**src/rtl/alu_word_sequencer.sv**
```systemverilog
// Runs a 16-bit ALU op as two passes through an external 8-bit combinational ALU.
// Optional byte-only ops (single low-byte pass) are enabled by ALU_SEQ_BYTE_MODE_EN.
module alu_word_sequencer (
    input  logic        clk_i,
    input  logic        rst_ni,
    input  logic        req_valid_i,
    output logic        req_ready_o,
    input  logic [15:0] req_a_i,
    input  logic [15:0] req_b_i,
    input  logic [3:0]  req_s_i,
    input  logic        req_m_i,
    input  logic        req_cin_i,
`ifdef ALU_SEQ_BYTE_MODE_EN
    input  logic        req_byte_i,
`endif
    output logic [7:0]  alu_a_o,
    output logic [7:0]  alu_b_o,
    output logic [3:0]  alu_s_o,
    output logic        alu_cin_o,
    output logic        alu_m_o,
    input  logic [7:0]  alu_ya_i,
    input  logic [7:0]  alu_yl_i,
    input  logic        alu_cy_i,
    input  logic        alu_ov_i,
    output logic        rsp_valid_o,
    input  logic        rsp_ready_i,
    output logic [15:0] y_o,
    output logic        cy_o,
    output logic        zf_o,
    output logic        ov_o,
    output logic        sf_o
);

    typedef enum logic [1:0] {IDLE, FIRST, SECOND, DONE} state_t;

    localparam logic [3:0] S_SXR = 4'b1101;

    state_t      state_q, state_d;
    logic [7:0]  alu_a_q, alu_a_d, alu_b_q, alu_b_d;
    logic [3:0]  alu_s_q, alu_s_d;
    logic        alu_cin_q, alu_cin_d, alu_m_q, alu_m_d;
    logic [7:0]  a2_q, a2_d, b2_q, b2_d;
    logic        cin_q, cin_d, hi_first_q, hi_first_d, byte_q, byte_d;
    logic [7:0]  slice1_q, slice1_d;
    logic        ov1_q, ov1_d;
    logic [15:0] y_q, y_d;
    logic        cy_q, cy_d, zf_q, zf_d, ov_q, ov_d, sf_q, sf_d;

    logic        req_byte;
    logic        hi_first;
    logic [7:0]  slice;
    logic [15:0] word;

`ifdef ALU_SEQ_BYTE_MODE_EN
    assign req_byte = req_byte_i;
`else
    assign req_byte = 1'b0;
`endif

    // Only a full-word shift-right needs the high byte first so its LSB can shift into the low byte.
    assign hi_first = (!req_m_i && req_s_i == S_SXR) && !req_byte;
    assign slice    = alu_m_q ? alu_yl_i : alu_ya_i;

    always_comb begin
        state_d    = state_q;
        alu_a_d    = alu_a_q;
        alu_b_d    = alu_b_q;
        alu_s_d    = alu_s_q;
        alu_cin_d  = alu_cin_q;
        alu_m_d    = alu_m_q;
        a2_d       = a2_q;
        b2_d       = b2_q;
        cin_d      = cin_q;
        hi_first_d = hi_first_q;
        byte_d     = byte_q;
        slice1_d   = slice1_q;
        ov1_d      = ov1_q;
        y_d        = y_q;
        cy_d       = cy_q;
        zf_d       = zf_q;
        ov_d       = ov_q;
        sf_d       = sf_q;
        word       = hi_first_q ? {slice1_q, slice} : {slice, slice1_q};
        case (state_q)
            IDLE: begin
                if (req_valid_i) begin
                    alu_a_d    = hi_first ? req_a_i[15:8] : req_a_i[7:0];
                    alu_b_d    = hi_first ? req_b_i[15:8] : req_b_i[7:0];
                    a2_d       = hi_first ? req_a_i[7:0]  : req_a_i[15:8];
                    b2_d       = hi_first ? req_b_i[7:0]  : req_b_i[15:8];
                    alu_s_d    = req_s_i;
                    alu_m_d    = req_m_i;
                    alu_cin_d  = req_cin_i;
                    cin_d      = req_cin_i;
                    hi_first_d = hi_first;
                    byte_d     = req_byte;
                    state_d    = FIRST;
                end
            end
            FIRST: begin
                slice1_d = slice;
                ov1_d    = alu_ov_i;
                if (byte_q) begin
                    y_d     = {8'h00, slice};
                    cy_d    = !alu_m_q && alu_cy_i;
                    ov_d    = !alu_m_q && alu_ov_i;
                    zf_d    = (slice == 8'h00);
                    sf_d    = slice[7];
                    state_d = DONE;
                end else begin
                    alu_a_d   = a2_q;
                    alu_b_d   = b2_q;
                    // Logic ops reuse the request carry-in; arithmetic chains the first-pass carry.
                    alu_cin_d = alu_m_q ? cin_q : alu_cy_i;
                    state_d   = SECOND;
                end
            end
            SECOND: begin
                y_d     = word;
                cy_d    = !alu_m_q && alu_cy_i;
                ov_d    = !alu_m_q && (hi_first_q ? ov1_q : alu_ov_i);
                zf_d    = (word == 16'h0000);
                sf_d    = word[15];
                state_d = DONE;
            end
            DONE: begin
                if (rsp_ready_i) state_d = IDLE;
            end
            default: state_d = IDLE;
        endcase
    end

    always_ff @(posedge clk_i or negedge rst_ni) begin
        if (!rst_ni) begin
            state_q    <= IDLE;
            alu_a_q    <= '0;
            alu_b_q    <= '0;
            alu_s_q    <= '0;
            alu_cin_q  <= 1'b0;
            alu_m_q    <= 1'b0;
            a2_q       <= '0;
            b2_q       <= '0;
            cin_q      <= 1'b0;
            hi_first_q <= 1'b0;
            byte_q     <= 1'b0;
            slice1_q   <= '0;
            ov1_q      <= 1'b0;
            y_q        <= '0;
            cy_q       <= 1'b0;
            zf_q       <= 1'b0;
            ov_q       <= 1'b0;
            sf_q       <= 1'b0;
        end else begin
            state_q    <= state_d;
            alu_a_q    <= alu_a_d;
            alu_b_q    <= alu_b_d;
            alu_s_q    <= alu_s_d;
            alu_cin_q  <= alu_cin_d;
            alu_m_q    <= alu_m_d;
            a2_q       <= a2_d;
            b2_q       <= b2_d;
            cin_q      <= cin_d;
            hi_first_q <= hi_first_d;
            byte_q     <= byte_d;
            slice1_q   <= slice1_d;
            ov1_q      <= ov1_d;
            y_q        <= y_d;
            cy_q       <= cy_d;
            zf_q       <= zf_d;
            ov_q       <= ov_d;
            sf_q       <= sf_d;
        end
    end

    assign req_ready_o = (state_q == IDLE);
    assign rsp_valid_o = (state_q == DONE);
    assign alu_a_o     = alu_a_q;
    assign alu_b_o     = alu_b_q;
    assign alu_s_o     = alu_s_q;
    assign alu_cin_o   = alu_cin_q;
    assign alu_m_o     = alu_m_q;
    assign y_o         = y_q;
    assign cy_o        = cy_q;
    assign zf_o        = zf_q;
    assign ov_o        = ov_q;
    assign sf_o        = sf_q;

endmodule

```
**config.mk**
```make
export PLATFORM = sky130hd
export DESIGN_NAME = alu_word_sequencer
export DESIGN_NICKNAME = d
export VERILOG_FILES = /design/src/rtl/alu_word_sequencer.sv
export SDC_FILE = /design/constraint.sdc
export NUM_CORES = 1
export LEC_CHECK = 0
export BUFFER_PORTS_ARGS = -buffer_cell sky130_fd_sc_hd__buf_2
export CORE_MARGIN = 4
export CORE_UTILIZATION = 40
export CTS_CLUSTER_DIAMETER = 100
export DETAILED_ROUTE_END_ITERATION = 10
export GPL_ROUTABILITY_DRIVEN = 0
export GPL_TIMING_DRIVEN = 0
export HOLD_SLACK_MARGIN = 0.15
export PLACE_DENSITY = 0.79
export SKIP_CTS_REPAIR_TIMING = 1
export SLEW_MARGIN = 15
export SYNTH_ARGS = -nofsm -noshare
export SYNTH_HDL_FRONTEND = slang
export SYNTH_SLANG_ARGS = --single-unit
```
**constraint.sdc**
```tcl
create_clock -name clk_i -period 1.55 [get_ports clk_i]
set_input_delay 0 -clock clk_i [delete_from_list [all_inputs] [get_ports clk_i]]
set_output_delay 0 -clock clk_i [all_outputs]
set_load 0.01 [all_outputs]
```
Word level (Yosys, flattened, before mapping):

Index checks and enable logic that the tools add are counted.

* bitwise operators: 1
* multiplexer cells: 22
* reduce and logical (&&, ||, !) cells: 13
* equal/unequal tests: 6

Operators with widths (count)
* $mux W8: 7
* $mux W16: 2
* $pmux W8 S2: 2
* $logic_not A16 Y1: 1
* $pmux W2 S4: 1
* $reduce_and A2 Y1: 4
* $mux W1: 7
* $eq A2 B2 Y1 const B: 2
* $eq A4 B4 Y1 const B: 1
* $mux W2: 2
* $reduce_bool A2 Y1: 2
* $logic_and A1 B1 Y1: 3
* $eq A2 B1 Y1 const B: 1
* $logic_not A1 Y1: 2
* $logic_not A2 Y1: 1
* $ne A2 B1 Y1 const B: 1
* $ne A2 B2 Y1 const B: 1
* $pmux W1 S2: 1
* $not A1 Y1: 1

* register bits: 71
* bits of input ports: 60
* output and inout port bits: 44

Logic depth before layout (Yosys ltp):

Gate-level depths: netlist of run 1.

* word-level depth: 5
* mapped depth: 7
* mapped depth without buffers: 6

Least setup slack after synthesis of run 1:

No wires, ideal clock.

* kind: register -> register
* start point: register state_q[0]
* end point: register alu_a_q[3] (netlist: alu_a_o[3])
* clock period less this slack: 1695 ps
* cell stages (with the launch flop): 6
* arrival time: 1560 ps
* library setup time: 135 ps
* slack: -145 ps
* path through: dfrtp_1 inv_1 ha_1 mux2i_1 clkbuf_1 o31ai_1

* longest elaborated chain between the ends: 3
* elaborated cells between the ends (all ways): 6
* classes of those cells: eq/ne (2); mux (1); reduce/logical (3)

RTL lines
* start: declaration: RTL line 38 `state_t state_q, state_d;`
* start signal: assignment: RTL line 154 `state_q <= state_d;`
* $logic_not A2 Y1 (*)
* named net req_ready_o: RTL line 7 `output logic req_ready_o,`
* $ne A2 B2 Y1 (no source line) or $reduce_bool A2 Y1 (tied branches)
* $reduce_and A2 Y1 (no source line)
* end signal: assignment: RTL line 155 `alu_a_q <= alu_a_d;`
* end: declaration: RTL line 39 `logic [7:0] alu_a_q, alu_a_d, alu_b_q, alu_b_d;`

The timed path passes the listed nets; every way through them passes the cells marked *.
A chain may end at the register's enable or synchronous reset.

Worst setup path after layout of run 1:

* start point: register alu_m_q (netlist: alu_m_o)
* end point: register zf_q (netlist: zf_o)

* longest elaborated chain between the ends: 4

RTL lines
* start: declaration: RTL line 41 `logic alu_cin_q, alu_cin_d, alu_m_q, alu_m_d;`
* start signal: assignment: RTL line 159 `alu_m_q <= alu_m_d;`
* $mux W8: RTL line 62 `assign slice = alu_m_q ? alu_yl_i : alu_ya_i;`
* $mux W16: RTL line 83 `word = hi_first_q ? {slice1_q, slice} : {slice, slice1_q};`
* $logic_not A16 Y1: RTL line 122 `zf_d = (word == 16'h0000);`
* $mux W1
* end signal: assignment: RTL line 169 `zf_q <= zf_d;`
* end: declaration: RTL line 47 `logic cy_q, cy_d, zf_q, zf_d, ov_q, ov_d, sf_q, sf_d;`

No other way between the ends. The select of a mux whose other input is x is not followed.

==> load_flow_metrics.sql, run 1 <==
INSERT INTO impl_metrics (metric_group, metric, value, unit) VALUES
('clock_network', 'clk_root_buffer_cell', 'clkbuf_8', ''),
('route', 'drt-vias-per-instance', '5.49', ''),
('worst_hold_path', 'hold_path_class', 'input pin to async pin', ''),
('layout', 'layout_cell_share_with_drive_strength_beyond_1', '0.372', ''),
('route', 'drtPass1Iterations', '4', ''),
('logic_synthesis', 'mappedNetlistNets', '416', ''),
('pwr', 'worst_voltage_drop_across_the_vdd_grid', '847', 'µV'),
('logic_synthesis', 'yosysMostFrequentCell', 'dfrtp_1', ''),
('route', 'wirelength', '11800', 'µm'),
('floorplan', 'initial_utilization', '0.413', ''),
('clock_network', 'worst_skew_late_latency', '0.34', 'ns'),
('sta', 'relSlewSlack', '0.647', ''),
('logic_synthesis', 'async_reset_ff_frac', '1.00', ''),
('floorplan', 'top_level_ports', '104', ''),
('sta', 'finalWorstSetupSlack', '-0.168', 'ns'),
('global_routing', 'grt_util_all_layers', '0.192', ''),
('critical_path', 'crit_path_max_incr_delay', '0.39', 'ns'),
('global_routing', 'pin_count_of_the_biggest_net_entering_global_routing', '44', ''),
('pwr', 'power_density', '1800', 'nW/µm²'),
('global_routing', 'first_pass_grt_wire_length', '15800', 'µm'),
('critical_path', 'reg2regPathDepth', '6', ''),
('pwr', 'power.switching', '3.80', 'mW'),
('sta', 'post-route-period-util', '1.11', ''),
('sta', 'max_slew.worst_pin.slew', '0.529', 'ns'),
('layout', 'instances_no_fill', '650', ''),
('pwr', 'clock_power_share', '0.155', ''),
('logic_synthesis', 'netlist-cell-type-count', '38', ''),
('layout', 'layout_overhead_on_the_synthesized_area', '49.2', '%'),
('route', 'routed.top_layer', 'met4', ''),
('clock_network', 'cts.sink_count', '70', ''),
('global_routing', 'grt_overflow_total', '0', ''),
('pwr', 'totalPowerFinal', '9.69', 'mW'),
('layout', 'layout.core_utilization', '0.616', ''),
('floorplan', 'dieHeight', '103', 'µm'),
('clock_network', 'clkTransAtPathRegs', '0.08', 'ns'),
('logic_synthesis', 'ys_ff_latch', '70', ''),
('critical_path', 'critical_path_buf_inv_count', '2', ''),
('critical_path', 'reg2reg_setup_slack', '-0.17', 'ns'),
('critical_path', 'critical_path.reg2reg.startpoint', 'alu_m_o', ''),
('route', 'postRouteAntennaNets', '0', ''),
('critical_path', 'timing.setup.critical_path_class', 'flop to flop', ''),
('run', 'max_cap_violations', '0', ''),
('global_routing', 'grt_pass1_vias', '3247', ''),
('run_status', 'outcome', 'complete, but fails checks', ''),
('sta', 'fin_tns_setup', '-0.279', 'ns'),
('critical_path', 'cp_data_required_time', '1.80', 'ns'),
('route', 'number_of_drc_violations_after_detailed_routing_iteration_0', '213', ''),
('logic_synthesis', 'synth_warnings', '0', ''),
('floorplan', 'design.core.area', '8720', 'µm²'),
('layout', 'final_net_count', '599', ''),
('route', 'post-route-drc-count', '0', ''),
('route', 'dr_total_vias', '3567', ''),
('run_status', 'violations', 'negative setup slack', ''),
('logic_synthesis', 'synthesis.area', '3600', 'µm²'),
('logic_synthesis', 'ys_dominant_reg_cell', 'dfrtp_1', ''),
('sta', 'setup_violations', '3', ''),
('critical_path', 'peak_fanout_along_the_critical_path', '8', ''),
('route', 'm1_wire_length', '4630', 'µm'),
('logic_synthesis', 'synth_top_cells_by_count', '70 x dfrtp_1, 42 x nand2_1, 26 x mux2i_1', ''),
('sta', 'fmaxAchievable', '0.582', 'GHz'),
('pwr', 'p_comb_frac', '0.504', ''),
('pwr', 'p_int', '5.89', 'mW'),
('route', 'detail_route.wl_per_cell', '18.1', 'µm'),
('critical_path', 'critical-path-top-delay-family', 'simple AND/OR/NAND/NOR gates', ''),
('critical_path', 'timing.critical_path.depth', '6', ''),
('sta', 'rsz_0062_raised_after_global_routing', 'true', ''),
('critical_path', 'critical_path.endpoint', 'zf_o', ''),
('critical_path', 'crit_chain', 'buf_6 > buf_12 > mux2i_4 > nand4_1 > or3_4 > o32ai_2', ''),
('place', 'number_of_port_buffers', '102', ''),
('critical_path', 'cp-start-kind', 'flop', ''),
('logic_synthesis', 'synth_edf_count', '0', '');
-- logic make-up (layout without fill, tap and decap cells) --
| kind of cell | after synthesis | count (layout) | synth area share |
|---|---|---|---|
| mux | 49 | 49 | 0.147 |
| flops | 70 | 70 | 0.487 |
| simple gates | 109 | 109 | 0.160 |
| other cells | 0 | 2 | 0 |
| fa+ha+maj | 4 | 4 | 0.0139 |
| buf+inv | 36 | 224 | 0.0459 |
| compound gates | 84 | 84 | 0.147 |
-- cell usage in the layout, fill, tap and decap left out, types with 15 or more instances in the layout --
cell	synthesis	final
buf_2	6	107
dfrtp_1	70	69
dlygate4sd3_1	0	59
nand2_1	42	42
mux2_2	22	22
mux2i_1	26	20
nor2_1	18	18
a21oi_1	18	18
nor2b_1	20	18
nor3b_1	16	16
o31ai_1	18	15
buf_4	1	15
-- layer usage --
layer	global-route usage	vias to the layer above
li1	-	1620
met3	0.0426	34
met2	0.320	169
met4	0.0757	0
met5	0	-
met1	0.245	1744
-- final cells by class --
type                       instances  area (µm²)  share of cell area
antenna                            2        5.00            0.000932
buffer                            27         181              0.0338
clock buffer                      12         155              0.0289
clock inverter                     4        45.0             0.00839
inverter                           7        26.3             0.00489
multi-input combinational        246        1840               0.343
sequential                        70        1750               0.326
tap                              108         135              0.0252
timing repair buffer             174        1230               0.228
-- power by group through the flow --
stage | Sequential (mW) | Clock (mW) | Combinational [mW]
4_1_cts | 3.26 | 1.51 | 4.03
5_1_grt | 3.40 | 1.62 | 5.33
3_3_place_gp | 3.25 | 0 | 3.89
3_5_place_dp | 3.30 | 0 | 4.02
6_report | 3.31 | 1.50 | 4.88
2_1_floorplan | 3.43 | 0 | 2.42
-- worst min-delay path, cell delays in order --
cell and delay, ns:
dlygate4sd3_1 0.53, buf_4 0.14, buf_12 0.17
-- worst min-delay path by stage --
stage	start	to	slack [ns]
6_report	rst_ni	b2_q[7]	0.17
3_5_place_dp	rst_ni	y_o[3]	-0.05
5_1_grt	rst_ni	state_q[0]	0.19
3_3_place_gp	alu_ov_i	ov1_q	0.25
2_1_floorplan	rst_ni	a2_q[0]	-0.30
4_1_cts	rst_ni	alu_b_o[2]	-0.41
-- per-stage QoR --
stage	cell area (µm²)	hold WS (ns)	worst slack (ns)
finish	5370	0.169	-0.168
global route	5370	0.189	-0.214
CTS	4480	-0.414	-0.445
detailed placement	4280	-0.0530	-0.430
global placement	4260	0.249	-0.378
floorplan	3610	-0.296	-0.0294
-- registers in the layout, summed over array words and instances, names as in the netlist, 2 cells and up --
register and count:
y_o 16, a2_q 8, alu_a_o 8, alu_b_o 8
b2_q 8, slice1_q 8, alu_s_o 4, state_q 2
Note: power is estimated with default switching activity, not from simulation.
==> inputs of run 2 (changes only) <==
--- a/config.mk
+++ b/config.mk
@@ -5,15 +5,16 @@
 export SDC_FILE = /design/constraint.sdc
 export NUM_CORES = 1
 export LEC_CHECK = 0
-export BUFFER_PORTS_ARGS = -buffer_cell sky130_fd_sc_hd__buf_2
+export CAP_MARGIN = 20
 export CORE_MARGIN = 4
 export CORE_UTILIZATION = 40
 export CTS_CLUSTER_DIAMETER = 100
 export DETAILED_ROUTE_END_ITERATION = 10
+export DONT_BUFFER_PORTS = 1
 export GPL_ROUTABILITY_DRIVEN = 0
 export GPL_TIMING_DRIVEN = 0
 export HOLD_SLACK_MARGIN = 0.15
-export PLACE_DENSITY = 0.79
+export PLACE_DENSITY = 0.68
 export SKIP_CTS_REPAIR_TIMING = 1
 export SLEW_MARGIN = 15
 export SYNTH_ARGS = -nofsm -noshare
==> load_flow_metrics.sql, run 2 (synthesis gave the netlist of run 1 again) <==
INSERT INTO impl_metrics (metric_group, metric, value, unit) VALUES
('critical_path', 'category_of_the_worst_setup_path_capture_point', 'flop', ''),
('sta', 'fmaxAchievable', '0.561', 'GHz'),
('route', 'number_of_drc_violations_after_detailed_routing_iteration_0', '212', ''),
('critical_path', 'peak_fanout_along_the_critical_path', '7', ''),
('route', 'detail_route.wl_per_cell', '20.3', 'µm'),
('sta', 'finalWorstSetupSlack', '-0.233', 'ns'),
('critical_path', 'cp_data_required_time', '1.82', 'ns'),
('layout', 'largest_register_ffs', '16', ''),
('layout', 'design_area', '4870', 'µm²'),
('critical_path', 'timing.setup.critical_path_class', 'flop to flop', ''),
('critical_path', 'timing.rr.end', 'zf_o', ''),
('sta', 'finClkSkew', '0.00687', 'ns'),
('floorplan', 'dieHeight', '103', 'µm'),
('global_routing', 'grt_pass1_vias', '2869', ''),
('global_routing', 'first_pass_grt_wire_length', '15100', 'µm'),
('layout', 'layout_cell_share_with_drive_strength_beyond_1', '0.238', ''),
('pwr', 'worst_voltage_drop_across_the_vdd_grid', '1010', 'µV'),
('sta', 'max_slew.worst_pin.slew', '0.601', 'ns'),
('run', 'max_cap_violations', '0', ''),
('global_routing', 'groute.layer.met2.usage', '0.309', ''),
('route', 'drt-vias-per-instance', '5.69', ''),
('sta', 'fin_tns_setup', '-0.802', 'ns'),
('route', 'dr_total_vias', '3073', ''),
('layout', 'final-seq-area', '1750', 'µm²'),
('run_status', 'outcome', 'complete, but fails checks', ''),
('route', 'post-route-drc-count', '0', ''),
('sta', 'slew_violations', '0', ''),
('place', 'placed_instance_count', '460', ''),
('sta', 'rsz_0062_raised_after_global_routing', 'true', ''),
('clock_network', 'worst_skew_late_latency', '0.35', 'ns'),
('critical_path', 'cp-start-kind', 'flop', ''),
('route', 'drtPass1Iterations', '4', ''),
('global_routing', 'grt_util_all_layers', '0.187', ''),
('layout', 'fillerInstances', '717', ''),
('critical_path', 'worstPathArrival', '2.05', 'ns'),
('floorplan', 'top_level_ports', '104', ''),
('layout', 'insertedDiodeCount', '0', ''),
('critical_path', 'reg2reg_setup_slack', '-0.23', 'ns'),
('floorplan', 'design.core.area', '8720', 'µm²'),
('layout', 'layout.core_utilization', '0.559', ''),
('route', 'wirelength', '11000', 'µm'),
('clock_network', 'tritoncts', 'yes', ''),
('worst_hold_path', 'hold_path_class', 'input pin to async pin', ''),
('clock_network', 'tritoncts_buffer_count', '9', ''),
('sta', 'post-route-period-util', '1.15', ''),
('global_routing', 'globalRouteMet3Util', '0.0650', ''),
('pwr', 'totalPowerFinal', '9.35', 'mW'),
('clock_network', 'clkTransAtPathRegs', '0.08', 'ns'),
('layout', 'multi_input_logic_area', '1910', 'µm²'),
('place', 'cell_area_after_placement', '3750', 'µm²'),
('layout', 'final_net_count', '491', ''),
('sta', 'setup_violations', '15', ''),
('clock_network', 'cts_htree_levels', '3', ''),
('layout', 'most-common-layout-cells', '68 x dfrtp_1, 58 x dlygate4sd3_1, 38 x nand2_1', ''),
('layout', 'commonest_non_fill_non_tap_cell_in_the_layout', 'dfrtp_1', ''),
('critical_path', 'critical_path.reg2reg.startpoint', 'alu_m_o', ''),
('pwr', 'power_leakage', '2.06', 'nW'),
('sta', 'timing.final.crit_period', '1.78', 'ns'),
('global_routing', 'antenna_found_initial', '0', ''),
('floorplan', 'fp.dieArea', '10600', 'µm²'),
('place', 'number_of_port_buffers', '0', ''),
('floorplan', 'initial_utilization', '0.413', ''),
('route', 'postRouteAntennaNets', '0', ''),
('global_routing', 'top_usage_layer', 'met2', ''),
('sta', 'report.final.hold_viol_count', '70', ''),
('clock_network', 'clk_root_buffer_cell', 'clkbuf_8', ''),
('global_routing', 'met1_usage', '0.230', ''),
('clock_network', 'cts.sink_count', '70', ''),
('global_routing', 'pin_count_of_the_biggest_net_entering_global_routing', '71', ''),
('run_status', 'violations', 'negative hold slack, negative setup slack', ''),
('sta', 'relSlewSlack', '0.599', ''),
('critical_path', 'reg2regPathDepth', '6', ''),
('global_routing', 'grt_overflow_total', '0', ''),
('layout', 'instances_no_fill', '540', ''),
('clock_network', 'clk_path_buf_depth', '2', ''),
('place', 'post-dp-hpwl', '6850', 'µm'),
('floorplan', 'fp-row-count', '34', ''),
('pwr', 'power_density', '1920', 'nW/µm²'),
('sta', 'finalHoldWorstSlack', '-0.661', 'ns'),
('layout', 'layout_overhead_on_the_synthesized_area', '35.3', '%'),
('floorplan', 'floorplan.die.width', '103', 'µm');
run 2: cell count changes in the layout (fill, tap and decap cells not counted), sizes merged:
cell	previous run	this run
dlygate4sd3	59	58
clkinvlp	0	1
diode	2	0
buf	129	21
clkinv	3	2
clkbuf	25	26
run 2: power breakdown:
part | internal [mW] | total, mW | switching, mW
Combinational | 2.11 | 4.25 | 2.14
Sequential | 2.73 | 3.67 | 0.940
Clock | 0.740 | 1.44 | 0.696
run 2: per-layer routing:
layer / vias up / wire (µm)
li1: 1401 / -
met1: 1523 / 4490
met2: 123 / 5430
met3: 26 / 773
met4: 0 / 270
met5: - / 0
run 2: cell type report:
class                   count  share of cell area
inverters                   7             0.00539
well taps                 108              0.0277
repair buffers             66               0.137
clock inverters             4             0.00976
flip-flops and latches     70               0.360
multi-input cells         246               0.392
clock buffers              12              0.0277
plain buffers              27              0.0406
run 2: critical path, stage by stage, from the launching register on:
cell,delay (ns)
dfrtp_1,0.44
buf_6,0.18
buf_12,0.14
buf_4,0.14
o32ai_1,0.36
a31oi_1,0.16
o32ai_2,0.26
run 2: how the worst max path moves through the flow:
stage / slack (ns) / from / end
2_1_floorplan: -0.03 / alu_m_o / zf_o
3_3_place_gp: -0.42 / state_q[1] / slice1_q[4]
3_5_place_dp: -0.39 / state_q[1] / slice1_q[4]
4_1_cts: -0.42 / state_q[1] / slice1_q[4]
5_1_grt: -0.29 / alu_m_o / zf_o
6_report: -0.23 / alu_m_o / zf_o
run 2: metrics by stage:
step	hold slack (ns)	setup WS [ns]
CTS	-0.668	-0.415
floorplan	-0.296	-0.0294
global placement	-0.294	-0.418
global route	-0.680	-0.291
finish	-0.661	-0.233
detailed placement	-0.294	-0.395
==> inputs of run 3 (changes only) <==
--- a/config.mk
+++ b/config.mk
@@ -5,16 +5,18 @@
 export SDC_FILE = /design/constraint.sdc
 export NUM_CORES = 1
 export LEC_CHECK = 0
+export ABC_AREA = 1
 export CAP_MARGIN = 20
 export CORE_MARGIN = 4
-export CORE_UTILIZATION = 40
+export CORE_UTILIZATION = 55
 export CTS_CLUSTER_DIAMETER = 100
 export DETAILED_ROUTE_END_ITERATION = 10
 export DONT_BUFFER_PORTS = 1
 export GPL_ROUTABILITY_DRIVEN = 0
 export GPL_TIMING_DRIVEN = 0
 export HOLD_SLACK_MARGIN = 0.15
-export PLACE_DENSITY = 0.68
+export PLACE_DENSITY = 0.85
+export SETUP_SLACK_MARGIN = 0.05
 export SKIP_CTS_REPAIR_TIMING = 1
 export SLEW_MARGIN = 15
 export SYNTH_ARGS = -nofsm -noshare
==> load_flow_metrics.sql, run 3 <==
INSERT INTO impl_metrics (metric_group, metric, value, unit) VALUES
('logic_synthesis', 'synth_edf_count', '0', ''),
('floorplan', 'top_level_ports', '104', ''),
('logic_synthesis', 'synth_warnings', '0', ''),
('run_status', 'violations', 'negative hold slack, negative setup slack', ''),
('pwr', 'power_frac_seq', '0.362', ''),
('clock_network', 'tritoncts', 'yes', ''),
('critical_path', 'timing.setup.critical_path_class', 'flop to flop', ''),
('clock_network', 'cts_htree_levels', '3', ''),
('clock_network', 'tritoncts_buffer_count', '9', ''),
('route', 'drt-vias-per-instance', '5.79', ''),
('pwr', 'p_int', '5.77', 'mW'),
('sta', 'fmaxAchievable', '0.612', 'GHz'),
('run', 'max_cap_violations', '0', ''),
('logic_synthesis', 'ys_ff_latch', '70', ''),
('clock_network', 'clkTransAtPathRegs', '0.09', 'ns'),
('route', 'wirelength', '11500', 'µm'),
('layout', 'commonest_non_fill_non_tap_cell_in_the_layout', 'nand2_1', ''),
('logic_synthesis', 'postSynthCellCount', '464', ''),
('sta', 'finalHoldWorstSlack', '-0.678', 'ns'),
('pwr', 'power.switching', '4.34', 'mW'),
('pwr', 'power_density', '2070', 'nW/µm²'),
('pwr', 'p_comb_frac', '0.457', ''),
('sta', 'max_slew.worst_pin.slew', '0.529', 'ns'),
('route', 'postRouteAntennaNets', '0', ''),
('floorplan', 'fp-row-count', '29', ''),
('floorplan', 'initial_utilization', '0.572', ''),
('logic_synthesis', 'ys_dominant_reg_cell', 'dfrtp_1', ''),
('clock_network', 'worst_skew_late_latency', '0.37', 'ns'),
('clock_network', 'clk_root_buffer_cell', 'clkbuf_8', ''),
('critical_path', 'peak_fanout_along_the_critical_path', '7', ''),
('route', 'post-route-drc-count', '0', ''),
('clock_network', 'clk_path_buf_depth', '2', ''),
('critical_path', 'category_of_the_worst_setup_path_capture_point', 'flop', ''),
('sta', 'report.final.hold_viol_count', '70', ''),
('pwr', 'clock_power_share', '0.181', ''),
('logic_synthesis', 'post_synth_main_area_contributors', 'dfrtp_1 48%, nand2_1 15%, o21ai_0 7.7%, a21oi_1 6.0%, inv_1 3.3%', ''),
('layout', 'insertedDiodeCount', '0', ''),
('global_routing', 'grt_util_all_layers', '0.254', ''),
('logic_synthesis', 'netlist.area_leader.share', '0.480', ''),
('sta', 'rsz_0062_raised_after_global_routing', 'true', ''),
('layout', 'final_net_count', '612', ''),
('critical_path', 'cp_data_required_time', '1.80', 'ns'),
('place', 'number_of_port_buffers', '0', ''),
('sta', 'slew_violations', '0', ''),
('place', 'post-dp-hpwl', '6740', 'µm'),
('route', 'dr_total_vias', '3650', ''),
('sta', 'setup_violations', '14', ''),
('critical_path', 'worstPathArrival', '1.89', 'ns'),
('layout', 'fillerInstances', '402', ''),
('route', 'drtPass1Iterations', '5', ''),
('logic_synthesis', 'yosysMostFrequentCell', 'nand2_1', ''),
('layout', 'final-seq-area', '1750', 'µm²'),
('logic_synthesis', 'synth_area_leader_cell', 'dfrtp_1', ''),
('pwr', 'power_leakage', '2.39', 'nW'),
('layout', 'layout_cell_share_with_drive_strength_beyond_1', '0.186', ''),
('logic_synthesis', 'synth_top_cells_by_count', '146 x nand2_1, 70 x dfrtp_1, 56 x o21ai_0', ''),
('floorplan', 'floorplan.die.width', '89.5', 'µm'),
('sta', 'finClkSkew', '0.0118', 'ns'),
('sta', 'finalWorstSetupSlack', '-0.0829', 'ns'),
('pwr', 'worst_voltage_drop_across_the_vdd_grid', '1160', 'µV'),
('sta', 'timing.final.crit_period', '1.63', 'ns'),
('layout', 'most-common-layout-cells', '142 x nand2_1, 69 x dfrtp_1, 58 x dlygate4sd3_1', ''),
('floorplan', 'dieHeight', '89.5', 'µm'),
('route', 'detail_route.wl_per_cell', '18.2', 'µm'),
('logic_synthesis', 'postSynthAreaPerCell', '7.87', 'µm²'),
('place', 'placed_instance_count', '541', ''),
('route', 'number_of_drc_violations_after_detailed_routing_iteration_0', '227', ''),
('floorplan', 'fp.dieArea', '8010', 'µm²'),
('sta', 'post-route-period-util', '1.05', ''),
('layout', 'instances_no_fill', '630', ''),
('critical_path', 'cp-start-kind', 'flop', ''),
('global_routing', 'antenna_found_initial', '0', ''),
('layout', 'largest_register_ffs', '16', ''),
('run_status', 'outcome', 'complete, but fails checks', ''),
('global_routing', 'pin_count_of_the_biggest_net_entering_global_routing', '71', ''),
('clock_network', 'cts.sink_count', '70', ''),
('sta', 'relSlewSlack', '0.647', ''),
('logic_synthesis', 'part_of_the_yosys_area_used_for_sequential_elements', '0.480', ''),
('global_routing', 'grt_overflow_total', '0', ''),
('worst_hold_path', 'hold_path_class', 'input pin to async pin', ''),
('global_routing', 'first_pass_grt_wire_length', '15500', 'µm'),
('global_routing', 'grt_pass1_vias', '3266', ''),
('logic_synthesis', 'async_reset_ff_frac', '1.00', ''),
('logic_synthesis', 'netlist-cell-type-count', '28', ''),
('layout', 'layout_overhead_on_the_synthesized_area', '34.1', '%'),
('pwr', 'sw_frac_of_total', '0.429', ''),
('layout', 'multi_input_logic_area', '1700', 'µm²'),
('logic_synthesis', 'mappedNetlistNets', '528', ''),
('logic_synthesis', 'synthesis.area', '3650', 'µm²'),
('floorplan', 'design.core.area', '6390', 'µm²');
==> run 3: power by group through the flow <==
stage / clock network [mW] / registers (mW) / logic, mW
2_1_floorplan: 0 / 3.44 / 2.73
3_3_place_gp: 0 / 3.59 / 3.30
3_5_place_dp: 0 / 3.64 / 3.42
4_1_cts: 1.80 / 3.61 / 3.44
5_1_grt: 1.93 / 3.76 / 5.11
6_report: 1.83 / 3.66 / 4.62
==> run 3: metal layers <==
| metal | up-vias | routed length (µm) | GRT usage |
|---|---|---|---|
| met3 | 19 | 1300 | 0.0820 |
| li1 | 1669 | - | - |
| met1 | 1731 | 4260 | 0.317 |
| met2 | 231 | 5750 | 0.403 |
| met5 | - | 0 | 0 |
| met4 | 0 | 170 | 0.115 |
==> run 3: final timing paths <==
| check | depth (start not counted) | to | start | slack [ns] |
|---|---|---|---|---|
| worst max-delay path | 9 | alu_b_o[4] | state_q[0] | -0.08 |
| min in group clk_i | 6 | alu_b_o[0] | req_s_i[0] | 0.17 |
| worst min-delay path | 0 | alu_b_o[0] | rst_ni | -0.68 |
| worst min register to register | 2 | b2_q[3] | b2_q[3] | 0.50 |
| worst max register to register | 9 | alu_b_o[4] | state_q[0] | -0.08 |
| max in group asynchronous | 0 | alu_m_o | rst_ni | 2.12 |
==> run 3: kinds of logic after synthesis <==
kind of cell,after synthesis,share of synthesized area
and+or+nand+nor,204,0.236
AOI/OAI and AO/OA,123,0.185
DFF,70,0.480
buffers and inverters,63,0.0857
adders and majority gates,4,0.0137
==> run 3: layout make-up <==
class                      instances  area share
clock buffer                      10      0.0261
inverter                          36      0.0312
buffer                            27      0.0437
timing repair buffer              72       0.150
tap                               77      0.0197
multi-input combinational        331       0.347
clock inverter                     6      0.0225
timing repair inverter             1     0.00153
sequential                        70       0.358
==> run 3: per-stage QoR <==
stage | setup slack [ns] | instance area [µm²] | total power, mW | util | TNS, ns
global route | -0.131 | 4890 | 10.8 | 0.766 | -1.49
CTS | -0.251 | 4020 | 8.86 | 0.629 | -5.99
finish | -0.0829 | 4890 | 10.1 | 0.766 | -0.574
floorplan | 0.0433 | 3680 | 6.17 | - | 0
global placement | -0.248 | 3780 | 6.89 | 0.592 | -3.65
detailed placement | -0.258 | 3780 | 7.06 | 0.592 | -4.84
==> run 3: critical path, stage by stage, from the launching register on <==
cell and delay (ns):
dfrtp_1 0.45, inv_2 0.13, ha_4 0.23, nand2_8 0.09
o21ai_4 0.08, buf_12 0.15, inv_8 0.05, buf_4 0.13
a21oi_2 0.13, a21oi_1 0.08
